==> config.mk <==
export PLATFORM = sky130hd
export DESIGN_NAME = red_sched_flat
export DESIGN_NICKNAME = d
export VERILOG_FILES = /design/src/rtl/red_sched_pkg.sv /design/src/rtl/red_sched_if.sv /design/src/rtl/red_sched_adder.sv /design/src/rtl/red_sched.sv /design/src/flat_wrapper.sv
export SDC_FILE = /design/constraint.sdc
export NUM_CORES = 1
export LEC_CHECK = 0
export CAP_MARGIN = 40
export CORE_MARGIN = 8
export CORE_UTILIZATION = 51
export CTS_CLUSTER_DIAMETER = 60
export DETAILED_ROUTE_END_ITERATION = 10
export GPL_ROUTABILITY_DRIVEN = 0
export HOLD_SLACK_MARGIN = 0.1
export PLACE_DENSITY = 0.77
export RECOVER_POWER = 25
export SLEW_MARGIN = 40
export SYNTH_ARGS = -nofsm -noshare
export SYNTH_HDL_FRONTEND = slang
export SYNTH_SLANG_ARGS = --single-unit
==> constraint.sdc <==
create_clock -name clk -period 4 [get_ports clk]
set_input_delay 0.8 -clock clk [delete_from_list [all_inputs] [get_ports clk]]
set_output_delay 0.8 -clock clk [all_outputs]
set_load 0.005 [all_outputs]
==> src/rtl/red_sched_pkg.sv <==
// Shared definitions for the RED nibble-reduction sequencer: state encoding,
// latency constant and a nibble-select helper.
package red_sched_pkg;

  typedef enum logic [1:0] {
    RS_IDLE  = 2'd0,
    RS_PAIR  = 2'd1,
    RS_ACC   = 2'd2,
    RS_FINAL = 2'd3
  } rs_state_e;

  localparam int unsigned RED_LATENCY = 7;

  function automatic logic [3:0] nibble(input logic [15:0] v, input logic [1:0] k);
    return v[{k, 2'b00} +: 4];
  endfunction

endpackage

==> src/rtl/red_sched_if.sv <==
// Execute-stage handshake between the ALU issue logic and the RED sequencer.
interface red_sched_if;
  logic        start;
  logic        cancel;
  logic [15:0] alu_in1;
  logic [15:0] alu_in2;
  logic        busy;
  logic        done;
  logic [15:0] out;

  modport master (output start, cancel, alu_in1, alu_in2,
                  input  busy, done, out);
  modport slave  (input  start, cancel, alu_in1, alu_in2,
                  output busy, done, out);
endinterface

==> src/rtl/red_sched_adder.sv <==
// Plain 4-bit ripple-carry adder; the RED sequencer shares one instance.
module four_bit_ripple_carry (
  input  logic [3:0] a,
  input  logic [3:0] b,
  input  logic       cin,
  output logic [3:0] sum,
  output logic       cout
);

  logic [4:0] c;

  always_comb begin
    sum  = '0;
    c    = '0;
    c[0] = cin;
    for (int unsigned i = 0; i < 4; i++) begin
      sum[i]  = a[i] ^ b[i] ^ c[i];
      c[i+1]  = (a[i] & b[i]) | (c[i] & (a[i] ^ b[i]));
    end
    cout = c[4];
  end

endmodule

==> src/rtl/red_sched.sv <==
// RED sequencer: reduces the eight nibbles of two operands mod 16 over seven
// clocks using one shared 4-bit adder (4 pair sums, 2 accumulations, 1 final).
module red_sched
  import red_sched_pkg::*;
(
  input  logic        clk,
  input  logic        rst_n,
  red_sched_if.slave  bus
);

  rs_state_e   state_q, state_d;
  logic [1:0]  idx_q, idx_d;
  logic        busy_q;

  logic [15:0] op1_q, op2_q;
  logic [3:0]  r_q [4];
  logic [3:0]  a_q [2];
  logic [15:0] out_q;
  logic        done_q;

  logic [3:0]  add_a, add_b, add_sum;
  logic        adder_cout_unused;
  logic        accept, r_we, a_we, out_we;

  always_ff @(posedge clk) begin
    if (!rst_n) begin
      state_q <= RS_IDLE;
      idx_q   <= '0;
      busy_q  <= 1'b0;
    end else begin
      state_q <= state_d;
      idx_q   <= idx_d;
      busy_q  <= (state_d != RS_IDLE);
    end
  end

  always_comb begin
    state_d = state_q;
    idx_d   = idx_q;
    case (state_q)
      RS_IDLE: begin
        if (bus.start && !bus.cancel) begin
          state_d = RS_PAIR;
          idx_d   = '0;
        end
      end
      RS_PAIR: begin
        if (idx_q == 2'd3) begin
          state_d = RS_ACC;
          idx_d   = '0;
        end else begin
          idx_d = idx_q + 2'd1;
        end
      end
      RS_ACC: begin
        if (idx_q == 2'd1) begin
          state_d = RS_FINAL;
          idx_d   = '0;
        end else begin
          idx_d = idx_q + 2'd1;
        end
      end
      RS_FINAL: state_d = RS_IDLE;
      default:  state_d = RS_IDLE;
    endcase
    if (bus.cancel && state_q != RS_IDLE) begin
      state_d = RS_IDLE;
      idx_d   = '0;
    end
  end

  // Adder operands depend only on state and index; each stage's result is
  // written back on the same edge it is produced.
  always_comb begin
    add_a  = '0;
    add_b  = '0;
    r_we   = 1'b0;
    a_we   = 1'b0;
    out_we = 1'b0;
    accept = (state_q == RS_IDLE) && bus.start && !bus.cancel;
    case (state_q)
      RS_PAIR: begin
        add_a = nibble(op1_q, idx_q);
        add_b = nibble(op2_q, idx_q);
        r_we  = 1'b1;
      end
      RS_ACC: begin
        add_a = r_q[{idx_q[0], 1'b0}];
        add_b = r_q[{idx_q[0], 1'b1}];
        a_we  = 1'b1;
      end
      RS_FINAL: begin
        add_a  = a_q[0];
        add_b  = a_q[1];
        out_we = !bus.cancel;
      end
      default: ;
    endcase
  end

  four_bit_ripple_carry u_adder (
    .a    (add_a),
    .b    (add_b),
    .cin  (1'b0),
    .sum  (add_sum),
    .cout (adder_cout_unused)
  );

  always_ff @(posedge clk) begin
    if (!rst_n) begin
      op1_q  <= '0;
      op2_q  <= '0;
      r_q    <= '{default: '0};
      a_q    <= '{default: '0};
      out_q  <= '0;
      done_q <= 1'b0;
    end else begin
      if (accept) begin
        op1_q <= bus.alu_in1;
        op2_q <= bus.alu_in2;
      end
      if (r_we) r_q[idx_q] <= add_sum;
      if (a_we) a_q[idx_q[0]] <= add_sum;
      if (out_we) out_q <= {12'b0, add_sum};
      done_q <= out_we;
    end
  end

  assign bus.busy = busy_q;
  assign bus.done = done_q;
  assign bus.out  = out_q;

endmodule

==> src/flat_wrapper.sv <==
// flat-port wrapper written by rule: the top's interface ports become plain ports
module red_sched_flat import red_sched_pkg::*;
  (clk, rst_n, bus_start, bus_cancel, bus_alu_in1, bus_alu_in2, bus_busy, bus_done, bus_out);
  red_sched_if bus_i ();
  input  logic clk;
  input  logic rst_n;
  input wire logic [$bits(bus_i.start)-1:0] bus_start;
  input wire logic [$bits(bus_i.cancel)-1:0] bus_cancel;
  input wire logic [$bits(bus_i.alu_in1)-1:0] bus_alu_in1;
  input wire logic [$bits(bus_i.alu_in2)-1:0] bus_alu_in2;
  output wire logic [$bits(bus_i.busy)-1:0] bus_busy;
  output wire logic [$bits(bus_i.done)-1:0] bus_done;
  output wire logic [$bits(bus_i.out)-1:0] bus_out;
  assign bus_i.start = bus_start;
  assign bus_i.cancel = bus_cancel;
  assign bus_i.alu_in1 = bus_alu_in1;
  assign bus_i.alu_in2 = bus_alu_in2;
  assign bus_busy = bus_i.busy;
  assign bus_done = bus_i.done;
  assign bus_out = bus_i.out;
  red_sched u_core (.clk(clk), .rst_n(rst_n), .bus(bus_i));
endmodule
## Word-level counts from Yosys, hierarchy flattened

Cells that the tools add are included.

- Output and inout bits: 18
- Register bits: 66
- Memories kept: 0
- Bits of input ports: 36
- Bits in latches: 0
- Bits in writable memories: 0
- Logic and storage cells: 86
- ROM bits: 0

- Bitwise operators: 19
- Equality and inequality tests: 6
- Add/sub/neg operators: 1
- Reduce and logical (&&, ||, !) cells: 13
- Mux-type cells: 26
- Order comparisons: 6
- Multipliers: 0
- Shift operators: 2
- Div/mod/pow operators: 0

Operators by type and width:

| cell | count |
|---|---|
| variable part select 16 x 5 -> 4 bit | 2 |
| two-way mux 4 bit | 6 |
| one-hot mux 4 bit (3 select lines) | 2 |
| binary-select mux 4 bit (select 2 bit) | 2 |
| bitwise mux 16 bit | 1 |
| two-way mux 2 bit | 7 |
| >= comparator 3 bit, second input constant | 3 |
| NOT 2 -> 3 bit | 3 |
| bitwise mux 8 bit | 1 |
| demux 4 bit (select 2 bit) | 1 |
| one-hot mux 2 bit (4 select lines) | 1 |
| XOR 1 bit | 7 |
| == test 2 bit, second input constant | 3 |
| logical AND 1 bit | 6 |
| one-hot mux 2 bit (3 select lines) | 1 |
| AND 1 bit | 5 |
| demux 4 bit (select 1 bit) | 1 |
| == test 2 x 1 -> 1 bit, second input constant | 2 |
| nonzero test 2 bit | 2 |
| less-than comparator 3 x 1 -> 1 bit, second input constant | 1 |
| two-way mux 1 bit | 3 |
| nonzero test 3 bit | 1 |
| adder 2 x 1 -> 2 bit, second input constant | 1 |
| >= comparator 2 bit, second input constant | 1 |
| 9 further kinds | 10 |

## Longest topological paths before layout

Gate-level depths: netlist of run 1.

- Word-level depth: 12
- Mapped depth: 14
- Mapped depth without buffers: 12

## Hierarchy

From an unflattened synthesis of run 1, not the netlist that was laid out.

- Cell total of the unflattened synthesis: 388
- Area total of the unflattened synthesis: 3,433.3 um^2

By module, submodules not included:

| module | area an instance (um^2) | cells each | seq. area each (um^2) | times used |
|---|---|---|---|---|
| red_sched | 3,315.7 | 374 | 1,321.3 | 1 |
| four_bit_ripple_carry | 117.6 | 14 | 0.0 | 1 |

## Worst setup path after synthesis of run 1

OpenSTA, ideal clock, no wires.

- Path type: register to register
- Start: register u_core.state_q[1]
- End: register u_core.a_q[3] in the netlist's numbering
- Setup time: 0.095 ns
- Cell stages (with the launch flop): 13
- Clock period less this slack: 2.877 ns
- Setup slack: 1.123 ns
- Buffers on the path: 2
- Arrival time: 2.781 ns
- Required time: 3.905 ns
- Cell sequence: dfxtp_1 inv_1 ha_1 clkbuf_1 clkbuf_1 a222oi_1 or2_2 fa_1 fa_1 nand2b_1 nor2_1 o21ai_0 o311ai_1

- Cells in the longest elaborated chain, start to end: 9
- Elaborated cells on any way between the ends: 18
- Classes of those cells: eq/ne: 3; mux: 4; bitwise: 11

RTL lines:

| what | line | source |
|---|---|---|
| from (decl) | red_sched.sv:11 | `rs_state_e state_q, state_d;` |
| from (signal assigned) | red_sched.sv:31 | `state_q <= state_d;` |
| == test 2 bit / == test 2 x 1 -> 1 bit (equally long branches) | red_sched.sv:81 | `case (state_q)` |
| one-hot mux 4 bit (3 select lines) | red_sched.sv:81 |  |
| AND 1 bit / XOR 1 bit (equally long branches) | red_sched_adder.sv:18 | `c[i+1] = (a[i] & b[i]) \| (c[i] & (a[i] ^ b[i]));` |
| AND 1 bit | red_sched_adder.sv:18 |  |
| OR 1 bit | red_sched_adder.sv:18 |  |
| AND 1 bit | red_sched_adder.sv:18 |  |
| OR 1 bit | red_sched_adder.sv:18 |  |
| XOR 1 bit | red_sched_adder.sv:17 | `sum[i] = a[i] ^ b[i] ^ c[i];` |
| bitwise mux 8 bit | red_sched.sv:123 | `if (a_we) a_q[idx_q[0]] <= add_sum;` |
| to (signal, indexed assignment) | red_sched.sv:123 |  |
| to (decl) | red_sched.sv:17 | `logic [3:0] a_q [2];` |

Several ways; a longest one is shown, not always the timed one.
A chain may end at the register's enable or synchronous reset.

## Worst setup path after layout of run 1

- Start: register u_core.state_q[1]
- End: register u_core.out_q[3], in the netlist u_core.bus.out[3]

- Cells in the longest elaborated chain, start to end: 8
- Elaborated cells on any way between the ends: 17
- Classes of those cells: eq/ne: 3; mux: 3; bitwise: 11

RTL lines:

| what | line | source |
|---|---|---|
| == test 2 bit / == test 2 x 1 -> 1 bit (equally long branches) | red_sched.sv:81 |  |
| one-hot mux 4 bit (3 select lines) | red_sched.sv:81 |  |
| AND 1 bit / XOR 1 bit (equally long branches) | red_sched_adder.sv:18 |  |
| AND 1 bit | red_sched_adder.sv:18 |  |
| OR 1 bit | red_sched_adder.sv:18 |  |
| AND 1 bit | red_sched_adder.sv:18 |  |
| OR 1 bit | red_sched_adder.sv:18 |  |
| XOR 1 bit | red_sched_adder.sv:17 |  |
| to (signal assigned) | red_sched.sv:124 | `if (out_we) out_q <= {12'b0, add_sum};` |
| to (decl) | red_sched.sv:18 | `logic [15:0] out_q;` |

Several ways; a longest one is shown, not always the timed one.

==> flow_summary.json, run 1 <==
{
  "status": "finished, final reports clean",
  "cts_tree": "done",
  "crit_slowest_cell": "ha_1",
  "rows": 28,
  "synth_top_area_cell": "dfxtp_1",
  "grt_overflow_total": 0,
  "final_nets": 451,
  "vias_per_cell": 5.54,
  "ys.warnings.count": 0,
  "crit_chain": "inv_1 > ha_1 > a222oi_1 > or2_2 > fa_1 > fa_1 > nand2b_1 > nor2_1 > o21ai_0 > o311ai_1",
  "final_util_pct": 63.2,
  "path_max_fanout": 20,
  "grt_max_degree": 34,
  "use_met1_pct": 22.5,
  "tns_ps": 0,
  "ios": 54,
  "route.vias.total": 2681,
  "worst_path_most_repeated_cell": "fa_1",
  "wirelength_um": 7240,
  "use_met2_pct": 26.4,
  "cts_buffers": 9,
  "finClkSkew_ps": 5.66,
  "hold_class": "reg2reg",
  "grtUsageTotal_pct": 17.4,
  "drc": 0,
  "placed_area_um2": 3550,
  "min_path_cells": 2,
  "cp_top_family": "adder cells",
  "fill_cells": 535,
  "die_w_um": 94.7,
  "io_buffers": 41,
  "ant_nets": 0,
  "power.switching_uw": 326,
  "fmax_ghz": 0.321,
  "grt.busiest_layer": "met2",
  "clkLatencyLatePin_ps": 340,
  "cp-start-kind": "flip-flop",
  "switching_share_pct": 22.8,
  "setup_viol": 0,
  "tightest_slew_ps": 1450,
  "cts_resized": 0,
  "arrival_ps": 3360,
  "cts-root-buf": "clkbuf_8",
  "dpl.hpwl_um": 5090,
  "die_h_um": 94.7,
  "drv_slew": 0,
  "post_cts_buffers": 0,
  "syn_to_final_growth_pct": 19.3,
  "wl_per_cell_um": 15.0,
  "drive_gt1_share_pct": 10.0,
  "synth_top_area_share_pct": 41.9,
  "synth_cell_types": 37,
  "relSlewSlack_pct": 3.41,
  "crit_type": "reg2reg",
  "rsz0062_at_grt": "no",
  "synth_seq_cells": 66,
  "grt_pass1_vias": 2554,
  "seq_area_frac_synth_pct": 41.9,
  "combPwrFrac_pct": 9.1,
  "hold_viol_final": 0,
  "slowest_delay_ps": 570,
  "internal_power_mw": 1.10,
  "powerDensity_nw_per_um2": 380,
  "synthesis.area_um2": 3160,
  "antenna_cells": 0,
  "final_area_um2": 3760,
  "crit_buf_inv": 1,
  "final_common_cell": "nand2_1",
  "reg2reg_depth": 10,
  "ir_drop_mv": 0.231,
  "p_leak_nw": 1.33,
  "syn_inst": 371,
  "clock-sinks": 66,
  "synth.area.top_cells": "dfxtp_1, nand2_1, a21oi_1, mux4_2, ha_1",
  "clk_path_buf_depth": 2,
  "post-route-period-util_pct": 77.8,
  "grt_use_met3_pct": 5.08,
  "grt_pass1_wl_um": 12400,
  "p_seq_share_pct": 48.0,
  "cp.required_ps": 4240,
  "cap_violations": 0,
  "postSynthAreaPerCell_um2": 8.51,
  "start_util_pct": 53.0,
  "drt_iter0_drc": 358,
  "clk_pin_slew_ps": 70,
  "layout_common_cells": "nand2_1, dfxtp_1, a21oi_1",
  "first_pass_iters": 7,
  "pwr-share-clk_pct": 42.9,
  "p_total_mw": 1.43,
  "path_depth": 10,
  "cp-end-kind": "flip-flop",
  "holdBufCountCts": 0,
  "core_area_um2": 5960,
  "cts.htree.levels": 3,
  "period_needed_ps": 3110,
  "antenna_found_initial": 0,
  "die_area_um2": 8960
}
synth_stat cells:
cell type / number
a211oi_1: 14
a32oi_1: 3
inv_1: 7
a21o_1: 2
fa_1: 2
nand3_1: 8
a32o_2: 1
conb_1: 1
buf_4: 13
or2_1: 1
mux4_2: 7
nor2_1: 28
clkbuf_1: 18
nand2b_1: 4
o211ai_1: 1
ha_1: 9
nor2b_1: 2
a2111oi_0: 1
nand2_1: 88
o311ai_1: 7
and2_1: 5
o22a_1: 1
mux4_1: 1
a222oi_1: 6
mux2_2: 8
o21ai_0: 10
and3_1: 1
a21oi_1: 42
buf_6: 1
a22oi_1: 2
dfxtp_1: 66
buf_2: 1
a22o_1: 1
buf_1: 2
a211o_1: 1
inv_2: 1
or2_2: 5
metal layers:
layer | wire length [um] | vias up
met3 | 386 | 11
li1 | - | 1336
met1 | 3390 | 1256
met5 | 0 | -
met4 | 108 | 0
met2 | 3360 | 78
worst register-to-register path, stage by stage (launching register included):
cell and delay, ps:
dfxtp_1 340, inv_1 110, ha_1 570, a222oi_1 180, or2_2 320, fa_1 440
fa_1 420, nand2b_1 280, nor2_1 150, o21ai_0 90, o311ai_1 110
power by group through the flow:
| stage | sequential (mW) | clock (mW) | combinational [mW] |
|---|---|---|---|
| after floorplan | 0.699 | 0 | 0.0843 |
| after global placement | 0.700 | 0 | 0.128 |
| after detailed placement | 0.701 | 0 | 0.130 |
| after CTS | 0.686 | 0.623 | 0.130 |
| after global routing | 0.689 | 0.663 | 0.144 |
| final | 0.686 | 0.614 | 0.130 |
flip-flops by register name (all words and copies together), names as in the netlist:
register,count
u_core.bus.done,1
u_core.idx_q,2
u_core.bus.busy,1
u_core.op2_q,16
u_core.op1_q,16
u_core.bus.out,4
u_core.a_q,8
u_core.r_q,16
u_core.state_q,2
path summary, 6_finish.rpt:
kind	slack (ps)	end	start
worst max-delay path	890	u_core.bus.out[3]	u_core.state_q[1]
worst min-delay path	450	u_core.op1_q[15]	u_core.op1_q[15]
worst max register to register	890	u_core.bus.out[3]	u_core.state_q[1]
worst min register to register	450	u_core.op1_q[15]	u_core.op1_q[15]
kinds of logic after synthesis:
| logic type | Yosys count | share of synthesized area, % |
|---|---|---|
| adder cells (fa/ha/maj) | 11 | 4.84 |
| other | 1 | 0.119 |
| AND/OR/NAND/NOR | 142 | 18.6 |
| flip-flops | 66 | 41.9 |
| buffers and inverters | 43 | 6.94 |
| AO/OA/AOI/OAI | 92 | 18.9 |
| multiplexers | 16 | 8.68 |
stage by stage:
step	setup WS, ps	instances	hold slack [ps]
6_report	887	484	453
5_1_grt	651	484	476
4_1_cts	930	484	455
3_5_place_dp	933	468	445
3_3_place_gp	1060	468	440
2_1_floorplan	1120	382	432
layout make-up:
cell class | count | area [um2] | share of cell area [%]
multi-input combinational | 273 | 1660 | 44.0
clock buffer | 11 | 141 | 3.76
sequential | 66 | 1320 | 35.1
tap | 75 | 93.8 | 2.49
timing repair buffer | 46 | 444 | 11.8
inverter | 8 | 30.0 | 0.798
clock inverter | 5 | 77.6 | 2.06
(Power assumes the default switching activity.)
==> run 2: changes to the inputs <==
--- a/config.mk
+++ b/config.mk
@@ -7,12 +7,12 @@
 export LEC_CHECK = 0
 export CAP_MARGIN = 40
 export CORE_MARGIN = 8
-export CORE_UTILIZATION = 51
+export CORE_UTILIZATION = 48
 export CTS_CLUSTER_DIAMETER = 60
 export DETAILED_ROUTE_END_ITERATION = 10
 export GPL_ROUTABILITY_DRIVEN = 0
 export HOLD_SLACK_MARGIN = 0.1
-export PLACE_DENSITY = 0.77
+export PLACE_DENSITY = 0.76
 export RECOVER_POWER = 25
 export SLEW_MARGIN = 40
 export SYNTH_ARGS = -nofsm -noshare
==> constraint.sdc (replaced) <==
create_clock -name clk -period 2.82 [get_ports clk]
set_input_delay 0.564 -clock clk [delete_from_list [all_inputs] [get_ports clk]]
set_output_delay 0.564 -clock clk [all_outputs]
set_load 0.005 [all_outputs]
==> run 2 against run 1 <==
Compared with the run above:
- via count rose by 3.5%
- combinational power increased by 52%
- design area rose by 3.7%
- flip-flop and latch count unchanged
- critical path type unchanged
- non-clock buffer count grew 10
- critical endpoint is now u_core.a_q[6]
- wire length up 10%
- worst setup slack worse by 750 ps
- first-iteration DRC count is 13% lower
- sequential share of layout area shrank 1.0 points
==> flow_summary.json, run 2 (synthesis gave the netlist of run 1 again) <==
{
  "ir_drop_mv": 0.370,
  "ant_nets": 0,
  "syn_to_final_growth_pct": 23.7,
  "rsz0062_at_grt": "no",
  "tns_ps": 0,
  "p_leak_nw": 1.41,
  "internal_power_mw": 1.61,
  "powerDensity_nw_per_um2": 533,
  "route.vias.total": 2774,
  "drt_iter0_drc": 313,
  "cp-start-kind": "flip-flop",
  "ios": 54,
  "worstSetupStartpoint": "u_core.idx_q[0]",
  "grtUsageTotal_pct": 16.9,
  "clkLatencyLatePin_ps": 340,
  "fin_ws_ps": 142,
  "die_w_um": 97.1,
  "slowest_delay_ps": 540,
  "crit_type": "reg2reg",
  "pwr-share-clk_pct": 43.6,
  "final_nets": 461,
  "pre_cts_slack_ps": -151,
  "first_pass_iters": 6,
  "vias_per_cell": 5.62,
  "status": "finished, final reports clean",
  "start_util_pct": 49.7,
  "grt_max_degree": 52,
  "tightest_slew_ps": 671,
  "hold_viol_final": 0,
  "cp.required_ps": 3060,
  "wirelength_um": 7970,
  "cts.htree.levels": 3,
  "min_to": "u_core.op2_q[4]",
  "die_area_um2": 9420,
  "grt_overflow_total": 0,
  "period_needed_ps": 2680,
  "p_seq_share_pct": 46.9,
  "cap_violations": 0,
  "antenna_cells": 0,
  "antenna_found_initial": 0,
  "cts_buffers": 9,
  "wl_per_cell_um": 16.1,
  "finClkSkew_ps": 7.88,
  "clock-sinks": 66,
  "power.switching_uw": 464,
  "final_common_cell": "nand2_1",
  "fmax_ghz": 0.373,
  "clk_pin_slew_ps": 70,
  "cp_top_family": "adder cells",
  "relSlewSlack_pct": 55.2,
  "r2r_start": "u_core.idx_q[0]",
  "crit_chain": "mux4_2 > a222oi_1 > nor2_1 > ha_1 > inv_1 > fa_1 > fa_2 > a211oi_1",
  "reg2reg_depth": 8,
  "top_regs": "u_core.op1_q x16, u_core.op2_q x16, u_core.r_q x16",
  "path_max_fanout": 7,
  "min_path_cells": 2,
  "layout_common_cells": "nand2_1, dfxtp_1, a21oi_1",
  "dpl.hpwl_um": 5490,
  "cts-root-buf": "clkbuf_8",
  "hold_path.startpoint": "u_core.op2_q[4]",
  "grt_pass1_wl_um": 13200,
  "drv_slew": 0,
  "arrival_ps": 2920,
  "cts_tree": "done",
  "p_total_mw": 2.08,
  "crit_buf_inv": 1,
  "io_buffers": 41,
  "cp-end-kind": "flip-flop",
  "hold_class": "reg2reg",
  "rows": 29,
  "die_h_um": 97.1,
  "crit_slowest_cell": "mux4_2",
  "post-route-period-util_pct": 95.0,
  "grt_pass1_vias": 2740,
  "setup_viol": 0,
  "combPwrFrac_pct": 9.5,
  "r2r_setup_slack_ps": 140,
  "fill_cells": 568,
  "switching_share_pct": 22.3,
  "drc": 0,
  "core_area_um2": 6350,
  "rr_endpoint": "u_core.a_q[6]",
  "clk_path_buf_depth": 2,
  "drive_gt1_share_pct": 13.9
}
## run 2: what timing repair did
item                       CTS  global route
hold buffers                 0             0
pin swaps                    0             1
resized for setup            2            12
setup endpoints to repair   16            13
buffers inserted             0             2
## run 2: worst max path at each step
stage,slack (ps),depth (start not counted),to
after floorplan,5,13,u_core.a_q[3]
after global placement,-50,12,u_core.bus.out[3]
after detailed placement,-150,12,u_core.r_q[15]
after CTS,70,10,u_core.r_q[15]
after global routing,6,9,u_core.r_q[15]
final,140,8,u_core.a_q[6]
## run 2: power groups by stage
stage / combinational (mW) / clock (mW) / sequential (mW)
final: 0.198 / 0.906 / 0.974
after CTS: 0.193 / 0.917 / 0.974
after detailed placement: 0.192 / 0 / 0.996
after global routing: 0.219 / 0.960 / 0.977
after global placement: 0.189 / 0 / 0.995
after floorplan: 0.120 / 0 / 0.991
## run 2: metal layers
layer  share of wire, %  track usage [%]
met3                7.0             5.26
met5                  0                0
met4                1.8             7.34
met1                 46             21.4
met2                 45             25.6
## run 2: worst reg2reg max path, delay by kind of cell (launching register included)
| family | cells | cell delay [ps] |
|---|---|---|
| multiplexers | 1 | 540 |
| flip-flops | 1 | 410 |
| buffers and inverters | 1 | 80 |
| adder cells (fa/ha/maj) | 3 | 910 |
| AO/OA/AOI/OAI | 2 | 570 |
| AND/OR/NAND/NOR | 1 | 80 |
## run 2: stage by stage
stage	cells	hold slack, ps	cell area [um2]	util (%)
after detailed placement	478	444	3620	57.1
after global placement	478	440	3620	57.1
final	494	453	3900	61.5
after global routing	494	471	3900	61.5
after floorplan	382	432	3200	-
after CTS	492	453	3850	60.7
## run 2: layout make-up
class | count | area (um2) | share of cell area [%]
Multi-Input combinational cell | 273 | 1690 | 43.3
Inverter | 8 | 30.0 | 0.769
Sequential cell | 66 | 1330 | 34.0
Clock inverter | 2 | 60.1 | 1.54
Tap cell | 77 | 96.3 | 2.47
Clock buffer | 12 | 165 | 4.23
Timing Repair Buffer | 56 | 531 | 13.6
==> run 3: changes to the inputs <==
--- a/config.mk
+++ b/config.mk
@@ -8,9 +8,10 @@
 export CAP_MARGIN = 40
 export CORE_MARGIN = 8
 export CORE_UTILIZATION = 48
-export CTS_CLUSTER_DIAMETER = 60
+export CTS_CLUSTER_DIAMETER = 150
 export DETAILED_ROUTE_END_ITERATION = 10
 export GPL_ROUTABILITY_DRIVEN = 0
+export GPL_TIMING_DRIVEN = 0
 export HOLD_SLACK_MARGIN = 0.1
 export PLACE_DENSITY = 0.76
 export RECOVER_POWER = 25
==> run 3 against run 2 <==
Compared with the run above:
- the run now ends with negative setup slack left
- hold slack improved by 1.4 ps
- critical path type unchanged
- global-route usage rose by 0.57 points
- non-clock buffer count increased by 24
- flip-flop and latch count unchanged
==> flow_summary.json, run 3 (synthesis gave the netlist of run 1 again) <==
{
  "p_total_mw": 2.09,
  "cp.required_ps": 3080,
  "vias_per_cell": 5.47,
  "r2r_start": "u_core.idx_q[0]",
  "reg2reg_depth": 9,
  "hold_viol_final": 0,
  "wl_per_cell_um": 16.3,
  "clock-sinks": 66,
  "cp-end-kind": "flip-flop",
  "final_nets": 485,
  "tightest_slew_ps": 598,
  "relSlewSlack_pct": 60.1,
  "ant_nets": 0,
  "ir_drop_mv": 0.324,
  "fin_hold_ws_ps": 455,
  "route.vias.total": 2838,
  "ios": 54,
  "hold_path.startpoint": "u_core.op1_q[3]",
  "min_path_cells": 2,
  "top_regs": "u_core.op1_q x16, u_core.op2_q x16, u_core.r_q x16",
  "clk_pin_slew_ps": 70,
  "final_common_cell": "nand2_1",
  "violations": "negative setup slack",
  "die_area_um2": 9420,
  "drive_gt1_share_pct": 19.5,
  "grt_pass1_wl_um": 13600,
  "arrival_ps": 3120,
  "antenna_found_initial": 0,
  "core_area_um2": 6350,
  "cts_buffers": 9,
  "p_leak_nw": 1.49,
  "post-route-period-util_pct": 101,
  "cp-start-kind": "flip-flop",
  "cts.htree.levels": 3,
  "grt_pass1_vias": 2753,
  "holdBufCountCts": 0,
  "drc": 0,
  "finClkSkew_ps": 6.89,
  "antenna_cells": 0,
  "slowest_delay_ps": 540,
  "fmax_ghz": 0.350,
  "die_h_um": 97.1,
  "crit_slowest_cell": "fa_2",
  "fin_ws_ps": -35.8,
  "start_util_pct": 49.7,
  "cts-root-buf": "clkbuf_8",
  "powerDensity_nw_per_um2": 505,
  "path_max_fanout": 7,
  "drv_slew": 0,
  "io_buffers": 41,
  "die_w_um": 97.1,
  "syn_to_final_growth_pct": 31.1,
  "r2r_setup_slack_ps": -40,
  "cts_tree": "done",
  "min_to": "u_core.op1_q[3]",
  "setup_viol": 5,
  "drt_iter0_drc": 235,
  "status": "complete, but fails checks",
  "rr_endpoint": "u_core.r_q[6]",
  "grt_overflow_total": 0,
  "layout_common_cells": "nand2_1, dfxtp_1, a21oi_1",
  "cap_violations": 0,
  "grtUsageTotal_pct": 17.4,
  "grt_max_degree": 21,
  "period_needed_ps": 2860,
  "crit_type": "reg2reg",
  "clk_path_buf_depth": 2,
  "dpl.hpwl_um": 5810,
  "wirelength_um": 8440,
  "crit_chain": "buf_12 > mux4_2 > a222oi_1 > nor2_1 > ha_2 > inv_2 > fa_2 > fa_2 > a211oi_2",
  "hold_class": "reg2reg",
  "rsz0062_at_grt": "yes",
  "rows": 29,
  "first_pass_iters": 8,
  "clkLatencyLatePin_ps": 340,
  "worst_path_most_repeated_cell": "fa_2"
}
-- run 3: metrics by stage --
| step | cells | worst slack (ps) | utilization (%) | setup TNS (ps) | cell area [um2] |
|---|---|---|---|---|---|
| after floorplan | 382 | 5.22 | - | 0 | 3200 |
| after global placement | 500 | -538 | 58.3 | -8470 | 3700 |
| after detailed placement | 500 | -589 | 58.3 | -9290 | 3700 |
| after CTS | 510 | 4.34 | 62.3 | 0 | 3960 |
| after global routing | 519 | -154 | 65.1 | -1240 | 4140 |
| final | 519 | -35.8 | 65.1 | -121 | 4140 |
-- run 3: per-layer routing --
metal | global-route usage [%] | vias up | share of wire [%]
met2 | 27.2 | 113 | 47
met1 | 21.5 | 1304 | 43
met3 | 4.48 | 20 | 7.2
met4 | 9.23 | 0 | 2.6
li1 | - | 1401 | -
met5 | 0 | - | 0
-- run 3: worst max path at each step --
stage / end / startpoint / slack [ps]
final: u_core.r_q[6] / u_core.idx_q[0] / -40
after CTS: u_core.r_q[7] / u_core.state_q[0] / 4
after floorplan: u_core.a_q[3] / u_core.idx_q[0] / 5
after detailed placement: u_core.r_q[7] / u_core.idx_q[0] / -590
after global routing: u_core.r_q[6] / u_core.idx_q[0] / -150
after global placement: u_core.a_q[3] / u_core.idx_q[0] / -540
-- run 3: critical path: cells and delay by family, from the launching register on --
family                   cells  cell delay [ps]
adder cells (fa/ha/maj)      3              920
AO/OA/AOI/OAI                2              640
multiplexers                 1              520
flip-flops                   1              410
buffers and inverters        2              180
AND/OR/NAND/NOR              1               90
-- run 3: report_power, final --
part	switching (mW)	total [mW]	internal [mW]
clock	0.356	0.899	0.543
sequential	0.0162	0.975	0.959
combinational	0.109	0.216	0.106
-- run 3: repair_timing --
item / 4_1_cts / 5_1_grt
pin swaps: 0 / 16
endpoints found under the hold margin: 0 / 0
endpoints found under the setup margin: 21 / 15
gates cloned: 0 / 1
buffers inserted: 0 / 8
resized for setup: 16 / 29
-- run 3: area by class of cell --
| type | instances | area [um2] |
|---|---|---|
| multi-input cells | 273 | 1780 |
| repair buffers | 50 | 495 |
| inverters | 8 | 30.0 |
| plain buffers | 30 | 193 |
| fillers | 524 | 2210 |
| clock inverters | 2 | 60.1 |
| clock buffers | 13 | 159 |
| flip-flops and latches | 66 | 1330 |
| well taps | 77 | 96.3 |
